==> src/rtl/key_input.sv <==
// Per-channel key debouncer with press/release/long-press event pulses.
// Optional long-press detection is compiled in with `define KEY_LONG_PRESS_EN.
module key_input #(
  parameter int CLOCK_FREQ  = 27000000,
  parameter int DEBOUNCE_MS = 10,
  parameter int LONG_MS     = 1000,
  parameter int N_KEYS      = 2
) (
  input  logic              clk_27m,
  input  logic              rst_n,
  input  logic [N_KEYS-1:0] key_n,
  output logic [N_KEYS-1:0] key_level,
  output logic [N_KEYS-1:0] key_press,
  output logic [N_KEYS-1:0] key_release,
  output logic [N_KEYS-1:0] key_long
);

  localparam logic [31:0] DB_TICKS   = 32'(CLOCK_FREQ / 1000 * DEBOUNCE_MS);
  localparam logic [31:0] LONG_TICKS = 32'(CLOCK_FREQ / 1000 * LONG_MS);

  typedef enum logic [1:0] {
    IDLE,
    PRESS_DB,
    HELD,
    RELEASE_DB
  } state_t;

  for (genvar g = 0; g < N_KEYS; g++) begin : g_ch
    logic [1:0]  sync;
    logic        pressed;
    state_t      state;
    logic [31:0] db_cnt;
    logic        level_r;
    logic        press_r;
    logic        release_r;

    // Synchronizer resets to the released level so reset never mimics a press.
    always_ff @(posedge clk_27m or negedge rst_n) begin
      if (!rst_n) sync <= '1;
      else        sync <= {sync[0], key_n[g]};
    end

    assign pressed = ~sync[1];

`ifdef KEY_LONG_PRESS_EN
    logic [31:0] hold_cnt;
    logic        long_fired;
    logic        long_r;

    always_ff @(posedge clk_27m or negedge rst_n) begin
      if (!rst_n) begin
        hold_cnt   <= '0;
        long_fired <= 1'b0;
        long_r     <= 1'b0;
      end else begin
        long_r <= 1'b0;
        case (state)
          PRESS_DB: begin
            if (pressed && db_cnt == DB_TICKS - 32'd1) begin
              hold_cnt   <= '0;
              long_fired <= 1'b0;
            end
          end
          HELD: begin
            if (pressed && hold_cnt != LONG_TICKS - 32'd1)
              hold_cnt <= hold_cnt + 32'd1;
            if (hold_cnt == LONG_TICKS - 32'd1 && !long_fired) begin
              long_r     <= 1'b1;
              long_fired <= 1'b1;
            end
          end
          RELEASE_DB: begin
            if (!pressed && db_cnt == DB_TICKS - 32'd1)
              long_fired <= 1'b0;
          end
          default: ;
        endcase
      end
    end

    assign key_long[g] = long_r;
`else
    assign key_long[g] = 1'b0;
`endif

    always_ff @(posedge clk_27m or negedge rst_n) begin
      if (!rst_n) begin
        state     <= IDLE;
        db_cnt    <= '0;
        level_r   <= 1'b0;
        press_r   <= 1'b0;
        release_r <= 1'b0;
      end else begin
        press_r   <= 1'b0;
        release_r <= 1'b0;
        case (state)
          IDLE: begin
            if (pressed) begin
              state  <= PRESS_DB;
              db_cnt <= '0;
            end
          end
          PRESS_DB: begin
            if (!pressed) begin
              state <= IDLE;
            end else if (db_cnt == DB_TICKS - 32'd1) begin
              state   <= HELD;
              level_r <= 1'b1;
              press_r <= 1'b1;
            end else begin
              db_cnt <= db_cnt + 32'd1;
            end
          end
          HELD: begin
            if (!pressed) begin
              state  <= RELEASE_DB;
              db_cnt <= '0;
            end
          end
          RELEASE_DB: begin
            if (pressed) begin
              state <= HELD;
            end else if (db_cnt == DB_TICKS - 32'd1) begin
              state     <= IDLE;
              level_r   <= 1'b0;
              release_r <= 1'b1;
            end else begin
              db_cnt <= db_cnt + 32'd1;
            end
          end
          default: state <= IDLE;
        endcase
      end
    end

    assign key_level[g]   = level_r;
    assign key_press[g]   = press_r;
    assign key_release[g] = release_r;
  end

endmodule

==> config.mk <==
export PLATFORM = sky130hd
export DESIGN_NAME = key_input
export DESIGN_NICKNAME = d
export VERILOG_FILES = /design/src/rtl/key_input.sv
export SDC_FILE = /design/constraint.sdc
export NUM_CORES = 1
export LEC_CHECK = 0
export ABC_AREA = 1
export CORE_MARGIN = 2
export CORE_UTILIZATION = 30
export DETAILED_ROUTE_END_ITERATION = 16
export SETUP_SLACK_MARGIN = 0.5
export SLEW_MARGIN = 30
export SYNTH_ARGS = -nofsm -noshare
export SYNTH_HDL_FRONTEND = slang
export SYNTH_SLANG_ARGS = --single-unit
==> constraint.sdc <==
create_clock -name clk_27m -period 1.7 [get_ports clk_27m]
set_clock_uncertainty 0.05 [all_clocks]
set_input_delay 0.34 -clock clk_27m [delete_from_list [all_inputs] [get_ports clk_27m]]
set_output_delay 0.34 -clock clk_27m [all_outputs]
set_load 0.02 [all_outputs]
Yosys cells after proc, flatten, opt, wreduce, memory -nomap -nowiden
Index checks and enable logic that the tools add are counted.
Operators by class
  add/subtract/negate cells: 2
  equal/unequal tests: 24
  reduce and logical (&&, ||, !) cells: 10
  muxes and demuxes: 46
Operators by type and width (number)
  $mux 32: 10
  $pmux 32 s4: 2
  $add 32x1->32 const B: 2
  $eq 32x19->1 const B: 2
  $mux 2: 12
  $ne 2x2->1 const B: 12
  $mux 1: 18
  $pmux 2 s4: 2
  $reduce_and 4->1: 4
  $ne 3x3->1 const B: 4
  $reduce_and 5->1: 2
  $eq 2x2->1 const B: 4
  $eq 2x1->1 const B: 2
  $logic_not 2->1: 2
  $pmux 1 s2: 2
  $reduce_bool 2->1: 2
Storage, ports and cells
  output and inout bits: 8
  logic and storage cells: 94
  flip-flop bits (word level): 78

Logic depth before layout (Yosys ltp)
Gate-level depths: netlist of run 1.
  depth after elaboration: 4
  mapped depth: 11
  mapped depth without buffers: 10

Worst setup path after synthesis of run 1
OpenSTA, ideal clock, no wires.
  kind: flip-flop to flip-flop
  start: reg g_ch[0].db_cnt[0]
  end: reg g_ch[0].db_cnt[16]
  path slack: 0.078 ns
  cell stages (with the launch flop): 9
  library setup time: 0.126 ns
  arrival: 1.446 ns
  required time: 1.524 ns
  buffers on the path: 2
  clock period less this slack: 1.622 ns
  path through: dfrtp_1 ha_1 nand3_1 nor2_1 nand3_2 nand2_2 buf_6 buf_6 o21ai_0
Between the ends
  cells in the longest elaborated chain, start to end: 4
RTL lines
  start, declared: line 32  | logic [31:0] db_cnt;
  start signal, assigned: line 111  | db_cnt <= db_cnt + 32'd1;
  start signal, assigned: line 128  | db_cnt <= db_cnt + 32'd1;
  $add 32x1->32 / $eq 32x19->1 (equally long branches)
  $mux 32 *: line 106, 123
  $mux 32 (on tied branches): line 121, 104
  $pmux 32 s4 *: line 96  | case (state)
Mark *: on every way between the ends. The rest lies on a longest branch, timed or not. The select of a mux whose other input is x is not followed.
A chain may end at the register's enable or synchronous reset.

Final worst setup path of run 1
  start: reg g_ch[0].db_cnt[4]
  end: reg g_ch[0].db_cnt[3]
Between the ends
  cells in the longest elaborated chain, start to end: 4
RTL lines (line)
  $eq 32x19->1 *: 106, 123
  $mux 32 *
  $mux 32 (on tied branches)
  $pmux 32 s4 *
Marks and branches as above.

==> impl_metrics.yaml, run 1 <==
power_and_ir_drop:
  leakage_nw: 3.035
  ir_drop_mv: 0.4715
  p_per_area_nw_per_um2: 604.0
clock_network:
  clk_pin_slew_ns: 0.06
  clock_latency_ns: 0.35
  tritoncts: "done"
  clockBufferDepth: 2
  cts_root_buffer: "clkbuf_16"
  numCtsBuffers: 9
  htree_levels: 3
  clock_sinks: 78
logic_synthesis:
  ys_types: 27
  synth_top_family_by_area: "simple AND/OR/NAND/NOR gates"
  synth_xor_xnor_area_share: 0.01541
  syn_avg_cell_area_um2: 6.338
  syn_inst: 807
  yosysWarnings: 0
  synthMuxAreaShare: 0
  synth-simple-area-share: 0.4396
  synthesis.area_um2: 5115
  ys_seq_elements: 78
  synth_compound_area_frac: 0.07241
  synth_seq_area_share: 0.3826
  synth_fa_ha_area_frac: 0.004892
grt:
  antenna_found_initial: 0
  grt_pass1_wl_mm: 24.76
  gr-total-overflow: 0
  grt_max_degree: 33
  track_usage: 0.1723
  grt_pass1_vias: 5014
drt:
  wl_per_cell_um: 13.94
  drtPass1Iterations: 6
  wl_mm: 15.69
  drt_iter0_drc: 567
  viasPerCell: 4.885
  drc: 0
  num_vias: 5496
  ant_nets: 0
timing:
  final_hold_viol_count: 0
  fin_crit_sh: 0.9580
  rsz0062_at_grt: "true"
  drv_slew: 0
  setup_slack_ns: 0.07139
  fin_crit_ns: 1.629
  fmax_mhz: 614.0
  setup_violations: 0
setup_path:
  cp_max_fo: 5
  cp.arrival_ns: 1.82
  cp-start-kind: "register"
  r2r_cells: 10
  crit_type: "reg2reg"
  worstPathRequired_ns: 1.89
  cp-end-kind: "register"
worst_hold_path:
  hold_path_depth: 0
  hp-class: "reg2reg"
layout:
  regArea_um2: 1976
  final_cells: 1125
  fillers: 1624
  multi_input_area_um2: 3294
  fin_area_um2: 7231
  num_antenna_cells: 0
  mostFrequentLayoutCells: "270 x nand2_1, 85 x nand3_1, 83 x nor2_1"
  fin_util: 0.4345
  area_growth_pct: 41.36
  drive_above_1_share: 0.3171
  layout.nets: 906
  final_common_cell: "nand2_1"
die:
  die_area_um2: 18110
  coreArea_um2: 16640
  io_pins: 12
  fp-row-count: 47
  fp.dieW_um: 134.6
  die_h_um: 134.6
  initial_utilization: 0.3073
run:
  drv_cap: 0
placed_design:
  gp_routability_congestion: 0.8897
  place_inst: 1061
  numPortBuffers: 9
  place_area_um2: 5827
  hpwlAfterDp_mm: 10.26
  pre_cts_slack_ns: 0.009730
run_status:
  status: "finished clean"
## worst max-delay path, stage by stage, from the launching register on
cell and delay [ns]:
dfrtp_1 0.43, inv_1 0.09, nand2_2 0.05, nor2_2 0.08
nand2_1 0.07, nor2_2 0.11, nand3_2 0.12, nand2_4 0.17
buf_6 0.15, clkbuf_16 0.15, o21ai_2 0.05
## registers in the layout, summed over array words and instances, names as in the netlist, named ones only
name and count:
g_ch.db_cnt 64, g_ch.level_r 2, g_ch.press_r 2, g_ch.release_r 2
g_ch.state 2, g_ch.sync 4
## stage by stage
stage | total power, mW | hold slack [ns] | TNS, ns
after floorplan | 2.087 | -0.005591 | 0
after global placement | 2.181 | 0.2435 | 0
after detailed placement | 2.182 | 0.2423 | 0
after CTS | 4.352 | 0.3059 | 0
after global routing | 4.525 | 0.3143 | -0.1773
final | 4.367 | 0.3050 | 0
## repair_timing
item / 4_1_cts / 5_1_grt
buffers inserted: 27 / 12
gates resized for setup: 93 / 132
cloned: 5 / 3
endpoints found under the setup margin: 80 / 80
hold endpoints to repair: 19 / 0
pin swaps: 16 / 36
hold buffers: 1 / 0
## path summary, 6_finish.rpt
kind	startpoint	endpoint	slack, ns
worst min register to register	g_ch[0].sync[0]	g_ch[0].sync[1]	0.31
worst max-delay path	g_ch[0].db_cnt[4]	g_ch[0].db_cnt[3]	0.07
min in group asynchronous	rst_n	g_ch[1].db_cnt[10]	0.40
worst min-delay path	g_ch[0].sync[0]	g_ch[0].sync[1]	0.31
worst max register to register	g_ch[0].db_cnt[4]	g_ch[0].db_cnt[3]	0.07
max in group asynchronous	rst_n	g_ch[1].db_cnt[22]	0.66
## where the power goes
part | internal (mW) | switching [mW]
logic | 0.171 | 0.213
registers | 1.88 | 0.0290
clock network | 1.26 | 0.812
total | 3.31 | 1.05
## final cells by class
class                      instances  share of cell area
multi-input combinational        635              0.4556
sequential                        78              0.2732
clock buffer                      13             0.03738
clock inverter                     3            0.005883
inverter                          68             0.03565
timing repair buffer             108              0.1542
tap                              220             0.03807
## kinds of logic after synthesis
logic type,after synthesis
and+or+nand+nor,551
buffers and inverters,95
xor gates and xnor gates,9
adders and majority gates,2
DFF,78
AOI/OAI and AO/OA,71
other,1
## routing by layer
metal	vias up	share of wire	wire length [um]	track usage
li1	2717	-	-	-
met1	2583	0.47	7355	0.2421
met2	168	0.46	7168	0.2690
met3	28	0.054	845	0.03116
met4	0	0.020	316	0.05556
met5	-	0	0	0
## synth_stat cells, drive strengths merged
| library cell | number | share of area |
|---|---|---|
| inv | 68 | 0.050 |
| nor2 | 135 | 0.10 |
| ha | 2 | 0.0049 |
| o21bai | 6 | 0.0088 |
| or2 | 6 | 0.0073 |
| dfrtp | 74 | 0.36 |
| dfstp | 4 | 0.021 |
| nor3 | 2 | 0.0029 |
| nand2 | 314 | 0.23 |
| nand4 | 4 | 0.0049 |
| xnor2 | 1 | 0.0017 |
| o21ai | 65 | 0.064 |
| buf | 21 | 0.030 |
| conb | 1 | 0.00073 |
| xor2 | 8 | 0.014 |
| clkbuf | 6 | 0.0044 |
| nand3 | 90 | 0.090 |
No activity file was read; power rests on OpenSTA's default activity.
==> run 2: changes to the inputs <==
==> constraint.sdc (replaced) <==
create_clock -name clk_27m -period 2.1 [get_ports clk_27m]
set_clock_uncertainty 0.05 [all_clocks]
set_input_delay 0.42 -clock clk_27m [delete_from_list [all_inputs] [get_ports clk_27m]]
set_output_delay 0.42 -clock clk_27m [all_outputs]
set_load 0.02 [all_outputs]
==> impl_metrics.yaml, run 2 (synthesis gave the netlist of run 1 again) <==
die:
  fp.dieW_um: 134.6
  initial_utilization: 0.3073
  io_pins: 12
  fp-row-count: 47
  die_h_um: 134.6
  die_area_um2: 18110
  coreArea_um2: 16640
worst_hold_path:
  hp-class: "reg2reg"
timing:
  whs_ns: 0.3062
  setup_slack_ns: 0.3340
  fin_crit_ns: 1.766
  setup_violations: 0
  drv_slew: 0
  rsz0062_at_grt: "true"
  fin_setup_tns_ns: 0
  fin_crit_sh: 0.8409
  final_hold_viol_count: 0
  fmax_mhz: 566.3
layout:
  area_growth_pct: 45.60
  layout.nets: 901
  drive_above_1_share: 0.3200
  mostFrequentLayoutCells: "248 x nand2_1, 106 x nor2_1, 85 x nand3_1"
  largest-register: "g_ch.db_cnt"
  largest_reg_flops: 64
  fin_area_um2: 7447
  final_common_cell: "nand2_1"
  fin_util: 0.4475
  num_antenna_cells: 0
  reg.largest.list: "g_ch.db_cnt (64), g_ch.sync (4)"
setup_path:
  reg2reg_slack_ns: 0.33
  cp-end-kind: "register"
  critPathSlowestCell: "dfrtp_1"
  cp_cell_sequence: "inv_2 -> nand2_2 -> nor2_1 -> nand2_1 -> nor2_2 -> nand3_4 -> nand2_4 -> buf_12 -> buf_12 -> buf_6 -> buf_16 -> nand2_1 -> o21ai_1"
  cp_max_fo: 8
  cp.arrival_ns: 1.99
  crit_type: "reg2reg"
  worstPathRequired_ns: 2.33
  max_stage_delay_ns: 0.44
  cp-start-kind: "register"
grt:
  track_usage: 0.1814
  antenna_found_initial: 0
  grt_pass1_vias: 5125
  gr-total-overflow: 0
  grt_pass1_wl_mm: 25.74
  grt_max_degree: 34
clock_network:
  cts_root_buffer: "clkbuf_16"
  clk_pin_slew_ns: 0.06
  numCtsBuffers: 9
  clockBufferDepth: 2
  clock_latency_ns: 0.35
  tritoncts: "done"
  clock_sinks: 78
  htree_levels: 3
run:
  drv_cap: 0
power_and_ir_drop:
  clockPowerShare: 0.451
  p_comb_frac: 0.113
  p_sw_frac: 0.2411
  p_sw_mw: 0.8608
  leakage_nw: 3.176
  ir_drop_mv: 0.4143
  power.internal_mw: 2.710
  seqPwrFrac: 0.436
  p_per_area_nw_per_um2: 479.5
placed_design:
  gp_routability_congestion: 0.9239
  hpwlAfterDp_mm: 9.587
  numPortBuffers: 9
  place_area_um2: 5420
  pre_cts_slack_ns: 0.1929
drt:
  num_vias: 5608
  drt_iter0_drc: 388
  wl_per_cell_um: 14.97
  wl_mm: 16.76
  ant_nets: 0
  viasPerCell: 5.007
  drtPass1Iterations: 5
  drc: 0
run_status:
  status: "finished clean"
==> run 2: cell types whose count changed in the layout (fill, tap and decap cells not counted), sizes merged <==
cell / delta
clkinvlp: -1
buf: -12
clkinv: +1
clkbuf: +1
dlygate4sd2: +6
==> run 2: metrics by stage <==
step | cells | power [mW]
after floorplan | 808 | 1.670
after global placement | 1020 | 1.735
after detailed placement | 1020 | 1.735
after CTS | 1097 | 3.528
after global routing | 1120 | 3.699
final | 1120 | 3.571
==> run 2: worst paths after layout <==
check                              startpoint                 end  cells after the start
setup / recovery           g_ch[1].db_cnt[20]  g_ch[1].db_cnt[15]                     13
hold / removal                g_ch[1].sync[0]     g_ch[1].sync[1]                      0
setup reg to reg           g_ch[1].db_cnt[20]  g_ch[1].db_cnt[15]                     13
hold reg to reg               g_ch[1].sync[0]     g_ch[1].sync[1]                      0
max in group asynchronous               rst_n     g_ch[1].sync[1]                      3
min in group asynchronous               rst_n  g_ch[0].db_cnt[23]                      2
==> run 2: metal layers <==
metal / routed length (um) / share of wire / track usage
met1: 6688 / 0.40 / 0.2189
met2: 8357 / 0.50 / 0.3143
met3: 958 / 0.057 / 0.03453
met4: 758 / 0.045 / 0.08129
met5: 0 / 0 / 0
==> run 2: layout make-up <==
type | count | area (um2)
clock inverters | 3 | 43.79
clock buffers | 13 | 260.3
fillers | 1635 | 9195
well taps | 220 | 275.3
flip-flops and latches | 78 | 1984
inverters | 68 | 270.3
multi-input cells | 635 | 3309
repair buffers | 103 | 1304
==> run 2: critical path, delay by kind of cell (launching register included) <==
family                 cells  cell delay (ns)
AND/OR/NAND/NOR            7             0.60
buffers and inverters      5             0.53
flip-flops                 1             0.44
AO/OA/AOI/OAI              1             0.07
==> run 2: power by group through the flow <==
stage | clock network, mW | registers [mW] | logic [mW]
2_1_floorplan | 0 | 1.57 | 0.101
3_3_place_gp | 0 | 1.57 | 0.161
5_1_grt | 1.71 | 1.56 | 0.428
3_5_place_dp | 0 | 1.57 | 0.160
6_report | 1.61 | 1.56 | 0.402
4_1_cts | 1.65 | 1.55 | 0.329
==> run 2: repair_timing <==
action,CTS,global route
hold buffers,1,0
setup buffers,49,18
hold endpoints to repair,12,0
setup endpoints to repair,74,71
gates cloned,11,5
pin swaps,11,28
resized for setup,85,203
==> run 3: changes to the inputs <==
==> constraint.sdc (replaced) <==
create_clock -name clk_27m -period 1.7 [get_ports clk_27m]
set_clock_uncertainty 0.05 [all_clocks]
set_input_delay 0.34 -clock clk_27m [delete_from_list [all_inputs] [get_ports clk_27m]]
set_output_delay 0.34 -clock clk_27m [all_outputs]
set_load 0.02 [all_outputs]
==> results of run 3 <==
Same layout as run 1: the final DEF is identical, and so are final timing and power.
